<file path="config.mk">
export PLATFORM = sky130hd
export DESIGN_NAME = candidate_bank
export DESIGN_NICKNAME = d
export VERILOG_FILES = /design/src/rtl/cand_pkg.sv /design/src/rtl/cand_storage.sv /design/src/rtl/candidate_bank.sv
export SDC_FILE = /design/constraint.sdc
export NUM_CORES = 1
export LEC_CHECK = 0
export CAP_MARGIN = 15
export CORE_MARGIN = 1.5
export CORE_UTILIZATION = 25
export DETAILED_ROUTE_END_ITERATION = 7
export DONT_BUFFER_PORTS = 1
export HOLD_SLACK_MARGIN = 0.12
export SYNTH_ARGS = -nofsm -noshare
export SYNTH_HDL_FRONTEND = slang
export SYNTH_SLANG_ARGS = --single-unit
</file>
<file path="constraint.sdc">
create_clock -name clk -period 4.2 [get_ports clk]
set_clock_uncertainty 0.2 [all_clocks]
set_input_delay 1.26 -clock clk [delete_from_list [all_inputs] [get_ports clk]]
set_output_delay 1.26 -clock clk [all_outputs]
set_load 0.02 [all_outputs]
</file>
<file path="src/rtl/cand_pkg.sv">
// Shared widths, scan FSM states and {id, score} packing helpers for the
// cluster-head candidate bank.
package cand_pkg;

  localparam int DEF_ID_WIDTH    = 8;
  localparam int DEF_SCORE_WIDTH = 8;
  localparam int DEF_DEPTH       = 16;

  // Helpers work on wide containers so one definition serves every width.
  localparam int MAX_FIELD = 32;
  localparam int MAX_WORD  = 64;

  typedef enum logic [1:0] {
    ST_IDLE = 2'd0,
    ST_SCAN = 2'd1,
    ST_DONE = 2'd2
  } scan_state_e;

  function automatic logic [MAX_WORD-1:0] packCand(
    input logic [MAX_FIELD-1:0] id,
    input logic [MAX_FIELD-1:0] score,
    input int                   scoreWidth
  );
    logic [MAX_WORD-1:0] idPart;
    idPart = {{(MAX_WORD-MAX_FIELD){1'b0}}, id} << scoreWidth;
    return idPart | {{(MAX_WORD-MAX_FIELD){1'b0}}, score};
  endfunction

  function automatic logic [MAX_FIELD-1:0] candId(
    input logic [MAX_WORD-1:0] word,
    input int                  scoreWidth
  );
    return MAX_FIELD'(word >> scoreWidth);
  endfunction

  function automatic logic [MAX_FIELD-1:0] candScore(
    input logic [MAX_WORD-1:0] word,
    input int                  scoreWidth
  );
    return MAX_FIELD'(word & ((MAX_WORD'(1) << scoreWidth) - MAX_WORD'(1)));
  endfunction

endpackage

</file>
<file path="src/rtl/cand_storage.sv">
// Candidate register array: one write port, two zero-latency read ports
// (external index and scan pointer). Contents are deliberately not reset.
module cand_storage
  import cand_pkg::*;
#(
  parameter  int WORD  = DEF_ID_WIDTH + DEF_SCORE_WIDTH,
  parameter  int DEPTH = DEF_DEPTH,
  localparam int AW    = $clog2(DEPTH)
) (
  input  logic            clk,
  input  logic            i_wrEn,
  input  logic [AW-1:0]   i_wrAddr,
  input  logic [WORD-1:0] i_wrData,
  input  logic [AW-1:0]   i_rdAddrA,
  output logic [WORD-1:0] o_rdDataA,
  input  logic [AW-1:0]   i_rdAddrB,
  output logic [WORD-1:0] o_rdDataB
);

  logic [WORD-1:0] r_mem [DEPTH];

  always_ff @(posedge clk) begin
    if (i_wrEn) begin
      r_mem[i_wrAddr] <= i_wrData;
    end
  end

  assign o_rdDataA = r_mem[i_rdAddrA];
  assign o_rdDataB = r_mem[i_rdAddrB];

endmodule

</file>
<file path="src/rtl/candidate_bank.sv">
// Append-only (id, score) store with masked indexed read, occupancy flags,
// synchronous clear and a one-entry-per-cycle max-score scan engine.
module candidate_bank
  import cand_pkg::*;
#(
  parameter  int ID_WIDTH    = DEF_ID_WIDTH,
  parameter  int SCORE_WIDTH = DEF_SCORE_WIDTH,
  parameter  int DEPTH       = DEF_DEPTH,
  localparam int AW          = $clog2(DEPTH),
  localparam int CW          = $clog2(DEPTH + 1),
  localparam int WORD        = ID_WIDTH + SCORE_WIDTH
) (
  input  logic                   clk,
  input  logic                   nrst,
  input  logic                   clr,
  input  logic                   wr_en,
  input  logic [ID_WIDTH-1:0]    wr_id,
  input  logic [SCORE_WIDTH-1:0] wr_score,
  output logic                   wr_ovf,
  input  logic [AW-1:0]          rd_addr,
  output logic [ID_WIDTH-1:0]    rd_id,
  output logic [SCORE_WIDTH-1:0] rd_score,
  output logic [CW-1:0]          count,
  output logic                   full,
  output logic                   empty,
  input  logic                   scan_start,
  output logic                   scan_busy,
  output logic                   scan_done,
  output logic [ID_WIDTH-1:0]    best_id,
  output logic [SCORE_WIDTH-1:0] best_score,
  output logic                   best_valid
);

  logic [CW-1:0]          r_count;
  logic                   r_wrOvf;
  scan_state_e            r_state;
  scan_state_e            w_stateNext;
  logic [AW-1:0]          r_ptr;
  logic [AW-1:0]          w_ptrNext;
  logic [CW-1:0]          r_limit;
  logic [CW-1:0]          w_limitNext;
  logic [ID_WIDTH-1:0]    r_bestId;
  logic [ID_WIDTH-1:0]    w_bestIdNext;
  logic [SCORE_WIDTH-1:0] r_bestScore;
  logic [SCORE_WIDTH-1:0] w_bestScoreNext;
  logic                   r_bestValid;
  logic                   w_bestValidNext;

  logic                   w_full;
  logic                   w_empty;
  logic                   w_wrAccept;
  logic [WORD-1:0]        w_wrWord;
  logic [WORD-1:0]        w_rdWord;
  logic [WORD-1:0]        w_scanWord;
  logic [AW-1:0]          w_scanAddr;
  logic                   w_rdHit;
  logic [ID_WIDTH-1:0]    w_scanId;
  logic [SCORE_WIDTH-1:0] w_scanScore;
  logic                   w_lastEntry;

  assign w_full     = (r_count == CW'(DEPTH));
  assign w_empty    = (r_count == '0);
  assign w_wrAccept = wr_en && !w_full && !clr;
  assign w_wrWord   = WORD'(packCand(MAX_FIELD'(wr_id), MAX_FIELD'(wr_score), SCORE_WIDTH));

  // Port B sits at entry 0 outside SCAN so IDLE can seed best_id on start.
  assign w_scanAddr = (r_state == ST_SCAN) ? r_ptr : '0;

  cand_storage #(
    .WORD  (WORD),
    .DEPTH (DEPTH)
  ) u_storage (
    .clk       (clk),
    .i_wrEn    (w_wrAccept),
    .i_wrAddr  (r_count[AW-1:0]),
    .i_wrData  (w_wrWord),
    .i_rdAddrA (rd_addr),
    .o_rdDataA (w_rdWord),
    .i_rdAddrB (w_scanAddr),
    .o_rdDataB (w_scanWord)
  );

  assign w_rdHit     = (CW'(rd_addr) < r_count);
  assign rd_id       = w_rdHit ? ID_WIDTH'(candId(MAX_WORD'(w_rdWord), SCORE_WIDTH)) : '0;
  assign rd_score    = w_rdHit ? SCORE_WIDTH'(candScore(MAX_WORD'(w_rdWord), SCORE_WIDTH)) : '0;
  assign w_scanId    = ID_WIDTH'(candId(MAX_WORD'(w_scanWord), SCORE_WIDTH));
  assign w_scanScore = SCORE_WIDTH'(candScore(MAX_WORD'(w_scanWord), SCORE_WIDTH));
  assign w_lastEntry = (CW'(r_ptr) == (r_limit - CW'(1)));

  // Occupancy; clr wins over a same-cycle append and suppresses the overflow pulse.
  always_ff @(posedge clk or negedge nrst) begin
    if (!nrst) begin
      r_count <= '0;
      r_wrOvf <= 1'b0;
    end else if (clr) begin
      r_count <= '0;
      r_wrOvf <= 1'b0;
    end else begin
      r_wrOvf <= wr_en && w_full;
      if (w_wrAccept) begin
        r_count <= r_count + CW'(1);
      end
    end
  end

  always_ff @(posedge clk or negedge nrst) begin
    if (!nrst) begin
      r_state     <= ST_IDLE;
      r_ptr       <= '0;
      r_limit     <= '0;
      r_bestId    <= '0;
      r_bestScore <= '0;
      r_bestValid <= 1'b0;
    end else begin
      r_state     <= w_stateNext;
      r_ptr       <= w_ptrNext;
      r_limit     <= w_limitNext;
      r_bestId    <= w_bestIdNext;
      r_bestScore <= w_bestScoreNext;
      r_bestValid <= w_bestValidNext;
    end
  end

  // Strict greater-than keeps the lowest index on ties; the limit is latched
  // at start so entries appended mid-scan are never examined.
  always_comb begin
    w_stateNext     = r_state;
    w_ptrNext       = r_ptr;
    w_limitNext     = r_limit;
    w_bestIdNext    = r_bestId;
    w_bestScoreNext = r_bestScore;
    w_bestValidNext = r_bestValid;
    if (clr) begin
      w_stateNext     = ST_IDLE;
      w_ptrNext       = '0;
      w_bestIdNext    = '0;
      w_bestScoreNext = '0;
      w_bestValidNext = 1'b0;
    end else begin
      case (r_state)
        ST_IDLE: begin
          if (scan_start) begin
            w_bestValidNext = 1'b0;
            w_bestScoreNext = '0;
            w_ptrNext       = '0;
            if (w_empty) begin
              w_bestIdNext = '0;
              w_stateNext  = ST_DONE;
            end else begin
              w_limitNext  = r_count;
              w_bestIdNext = w_scanId;
              w_stateNext  = ST_SCAN;
            end
          end
        end
        ST_SCAN: begin
          if (w_scanScore > r_bestScore) begin
            w_bestIdNext    = w_scanId;
            w_bestScoreNext = w_scanScore;
          end
          if (w_lastEntry) begin
            w_bestValidNext = 1'b1;
            w_ptrNext       = '0;
            w_stateNext     = ST_DONE;
          end else begin
            w_ptrNext = r_ptr + AW'(1);
          end
        end
        ST_DONE: begin
          w_stateNext = ST_IDLE;
        end
        default: begin
          w_stateNext = ST_IDLE;
        end
      endcase
    end
  end

  assign wr_ovf     = r_wrOvf;
  assign count      = r_count;
  assign full       = w_full;
  assign empty      = w_empty;
  assign scan_busy  = (r_state == ST_SCAN);
  assign scan_done  = (r_state == ST_DONE);
  assign best_id    = r_bestId;
  assign best_score = r_bestScore;
  assign best_valid = r_bestValid;

endmodule
</file>
==> flow_summary.ini, run 1 <==
[floorplan]
top_level_ports = 68
start_util = 0.254
rows = 87
core_area_mm2 = 0.0567
die_h_um = 243
dieWidth_um = 243
dieArea_mm2 = 0.0592

[timing]
finalSetupViolCount = 1
hold_ws_ns = 0.183
tightest_slew_ns = 0.776
finalCriticalPeriod_ns = 4.23
slew_viol_final = 0
fin_crit_sh = 1.01
hold_violations = 0
worst_slack_ns = -0.0282
max_freq_mhz = 237
rsz0062_at_grt = true
maxSlewHeadroom = 0.483

[critical_path]
cp.buffers_inverters = 2
slowest_delay_ns = 0.51
cpMostUsedCell = mux4_2
start_kind = input pin
crit_chain = mux4_2 -> mux4_2 -> a21boi_1 -> buf_4 -> buf_6
critPathSlowestCell = mux4_2
arrival_ns = 2.77
criticalPathCategory = input pin to output pin
crit_path_max_fanout = 65
endpoint_kind = output pin
cp_top_family = multiplexers
crit_required_ns = 2.74

[grt]
met1_usage = 0.188
grt_pass1_vias = 9193
gr-usage-met3 = 0.0373
antenna_found_initial = 0
grt_overflow = 0
grt_max_degree = 66
top_usage_layer = met2
grt_pass1_wl_um = 62100
grtUsageTotal = 0.141
globalRouteMet2Util = 0.218

[final_layout]
num_antenna_cells = 0
nets = 1030
final_layout_size_suffix_gt1_frac = 0.225
area_growth_pct = 14.7
fin_cells = 1767

[clocking]
cts_buffer_depth = 3
clock-sinks = 290
h-tree-depth = 1
tritoncts = built
cts_root_buf = clkbuf_16
numCtsBuffers = 31
clk_pin_slew_ns = 0.06
clk_latency_ns = 0.57

[logic_synthesis]
yosys_warnings = 0
synthTopCellsByArea = edfxtp_1, mux4_2, dfrtp_1, mux2i_1, o22ai_1
syn-instance-count = 967
async_reset_ff_frac = 0.117
synth-seq-cells = 290
ys_types = 58
synth.top_cell.area_share = 0.533
syn_area_mm2 = 0.0144
synth_top_area_cell = edfxtp_1
synth-seq-area-share = 0.592
synth-edff-count = 256
synth_flop_cell = edfxtp_1
synth_nets = 1009
syn_area_per_cell_um2 = 14.9

[power]
p_total_mw = 6.65
p_leak_nw = 5.23
p_per_area_mw_per_mm2 = 402
irDropWorstVdd_v = 0.000211

[place]
io_buffers = 0
dp.cells = 1711
gp_congestion = 0.794
dpl.hpwl_um = 25800

[route]
vias = 9197
totalWireLength_um = 42700
routed_via_density = 5.20
remaining_drc_errors = 0
firstDrtPassIters = 5
drtIter0Drc = 1088
ant_nets = 0
wl_per_cell_um = 24.2

[min_path]
worstHoldPathType = input pin to asynchronous set/reset pin

[run_status]
failed_checks = negative setup slack
status = complete, but fails checks

[flow_run]
drv_cap = 0
layer usage:
metal  share of wire  vias to the layer above
met5               0                        -
met4           0.033                        0
met3           0.099                       90
met2            0.45                      423
met1            0.42                     4720
li1                -                     3964
cell type report:
cell class | instances | area (um2)
Clock buffer | 34 | 787
Fill cell | 5582 | 40200
Timing Repair Buffer | 68 | 514
Multi-Input combinational cell | 575 | 5440
Clock inverter | 22 | 251
Sequential cell | 290 | 8540
Tap cell | 756 | 946
Inverter | 22 | 82.6
worst register-to-register path, delay by kind of cell (launching register included):
family | cells | cell delay (ns)
fa+ha+maj | 1 | 0.28
buf+inv | 2 | 0.37
simple gates | 1 | 0.53
compound gates | 6 | 1.91
flops | 1 | 0.44
path summary, 6_finish.rpt:
kind	slack, ns	cells after the start	start	end
hold reg to reg	0.33	2	r_limit[1]	r_limit[1]
setup / recovery	-0.03	5	rd_addr[0]	rd_score[7]
hold / removal	0.18	0	nrst	best_score[5]
min in group clk	0.33	2	r_limit[1]	r_limit[1]
max in group asynchronous	3.52	0	nrst	r_limit[4]
setup reg to reg	0.35	10	r_state[1]	best_id[2]
synthesized netlist by cell type, drive strengths merged, types with 2 or more instances:
master	number
nand3	6
o211a	2
mux2i	55
o211ai	5
o32a	6
mux2	10
nand2b	40
o31ai	2
nand2	30
nor4bb	18
a221oi	9
o22a	7
and3b	3
xor2	3
nand3b	3
a21boi	16
edfxtp	256
a31oi	14
xnor2	6
nor3	8
mux4	81
dfrtp	34
a22oi	6
clkbuf	29
a22o	17
a21oi	34
a211oi	7
o21ai	38
nor2	45
nand4b	2
ha	17
inv	22
o22ai	43
o2111ai	6
nor2b	3
a221o	18
a21o	4
buf	51
stage by stage:
stage | worst slack, ns | cell area (um2) | setup TNS [ns] | utilization
after floorplan | 0.0248 | 14400 | 0 | -
after global placement | -0.00905 | 15500 | -0.00905 | 0.274
after detailed placement | 0.00531 | 15500 | 0 | 0.274
after CTS | 0.000890 | 16600 | 0 | 0.292
after global routing | -0.00579 | 16600 | -0.00579 | 0.292
final | -0.0282 | 16600 | -0.0282 | 0.292
cells in the final DEF, fill, tap and decap left out, types with 7 or more instances in the layout:
cell type / count
nor4bb_1: 18
a21oi_1: 34
clkbuf_16: 31
a211oi_1: 7
inv_1: 16
o21ai_1: 29
mux2i_1: 55
a221oi_1: 9
mux2_1: 9
ha_1: 17
o22ai_1: 43
nand2b_1: 39
nor2_1: 33
nand2_1: 30
dfrtp_1: 32
a221o_1: 18
a31oi_1: 14
o21ai_0: 8
buf_4: 67
a21boi_1: 16
edfxtp_1: 256
mux4_2: 81
nor2_2: 12
o22a_1: 7
a22o_1: 17
clkinv_1: 7
state kept, by name, indices dropped and copies added, names as in the netlist:
| register | count |
|---|---|
| count | 5 |
| r_state | 2 |
| r_ptr | 4 |
| best_id | 8 |
| best_score | 8 |
| best_valid | 1 |
| r_limit | 5 |
| wr_ovf | 1 |
| u_storage.r_mem | 256 |
cell families (layout without fill, tap and decap cells):
kind of cell,count (synthesis),in the layout,share of synthesized area
compound gates,239,239,0.116
xor+xnor,9,9,0.00546
fa+ha+maj,17,17,0.0147
buf+inv,102,146,0.0355
flops,290,290,0.592
mux,146,146,0.172
simple gates,164,164,0.0647
power breakdown:
group	internal (mW)	switching (mW)	leakage [nW]	total (mW)
logic	0.296	0.318	1.98	0.614
registers	3.18	0.0664	2.77	3.25
clock network	1.66	1.13	0.486	2.79
what timing repair did:
item,4_1_cts,5_1_grt
endpoints found under the setup margin,13,2
hold buffers,0,0
buffers inserted,0,0
gates resized for setup,2,2
endpoints found under the hold margin,0,0
Note: power is estimated with default switching activity, not from simulation.
==> run 2, diff against run 1 <==
--- a/config.mk
+++ b/config.mk
@@ -5,6 +5,7 @@
 export SDC_FILE = /design/constraint.sdc
 export NUM_CORES = 1
 export LEC_CHECK = 0
+export ABC_CLOCK_PERIOD_IN_PS = 4200
 export CAP_MARGIN = 15
 export CORE_MARGIN = 1.5
 export CORE_UTILIZATION = 25
==> results of run 2 <==
Same layout as run 1: the final DEF is identical, and so are final timing and power.
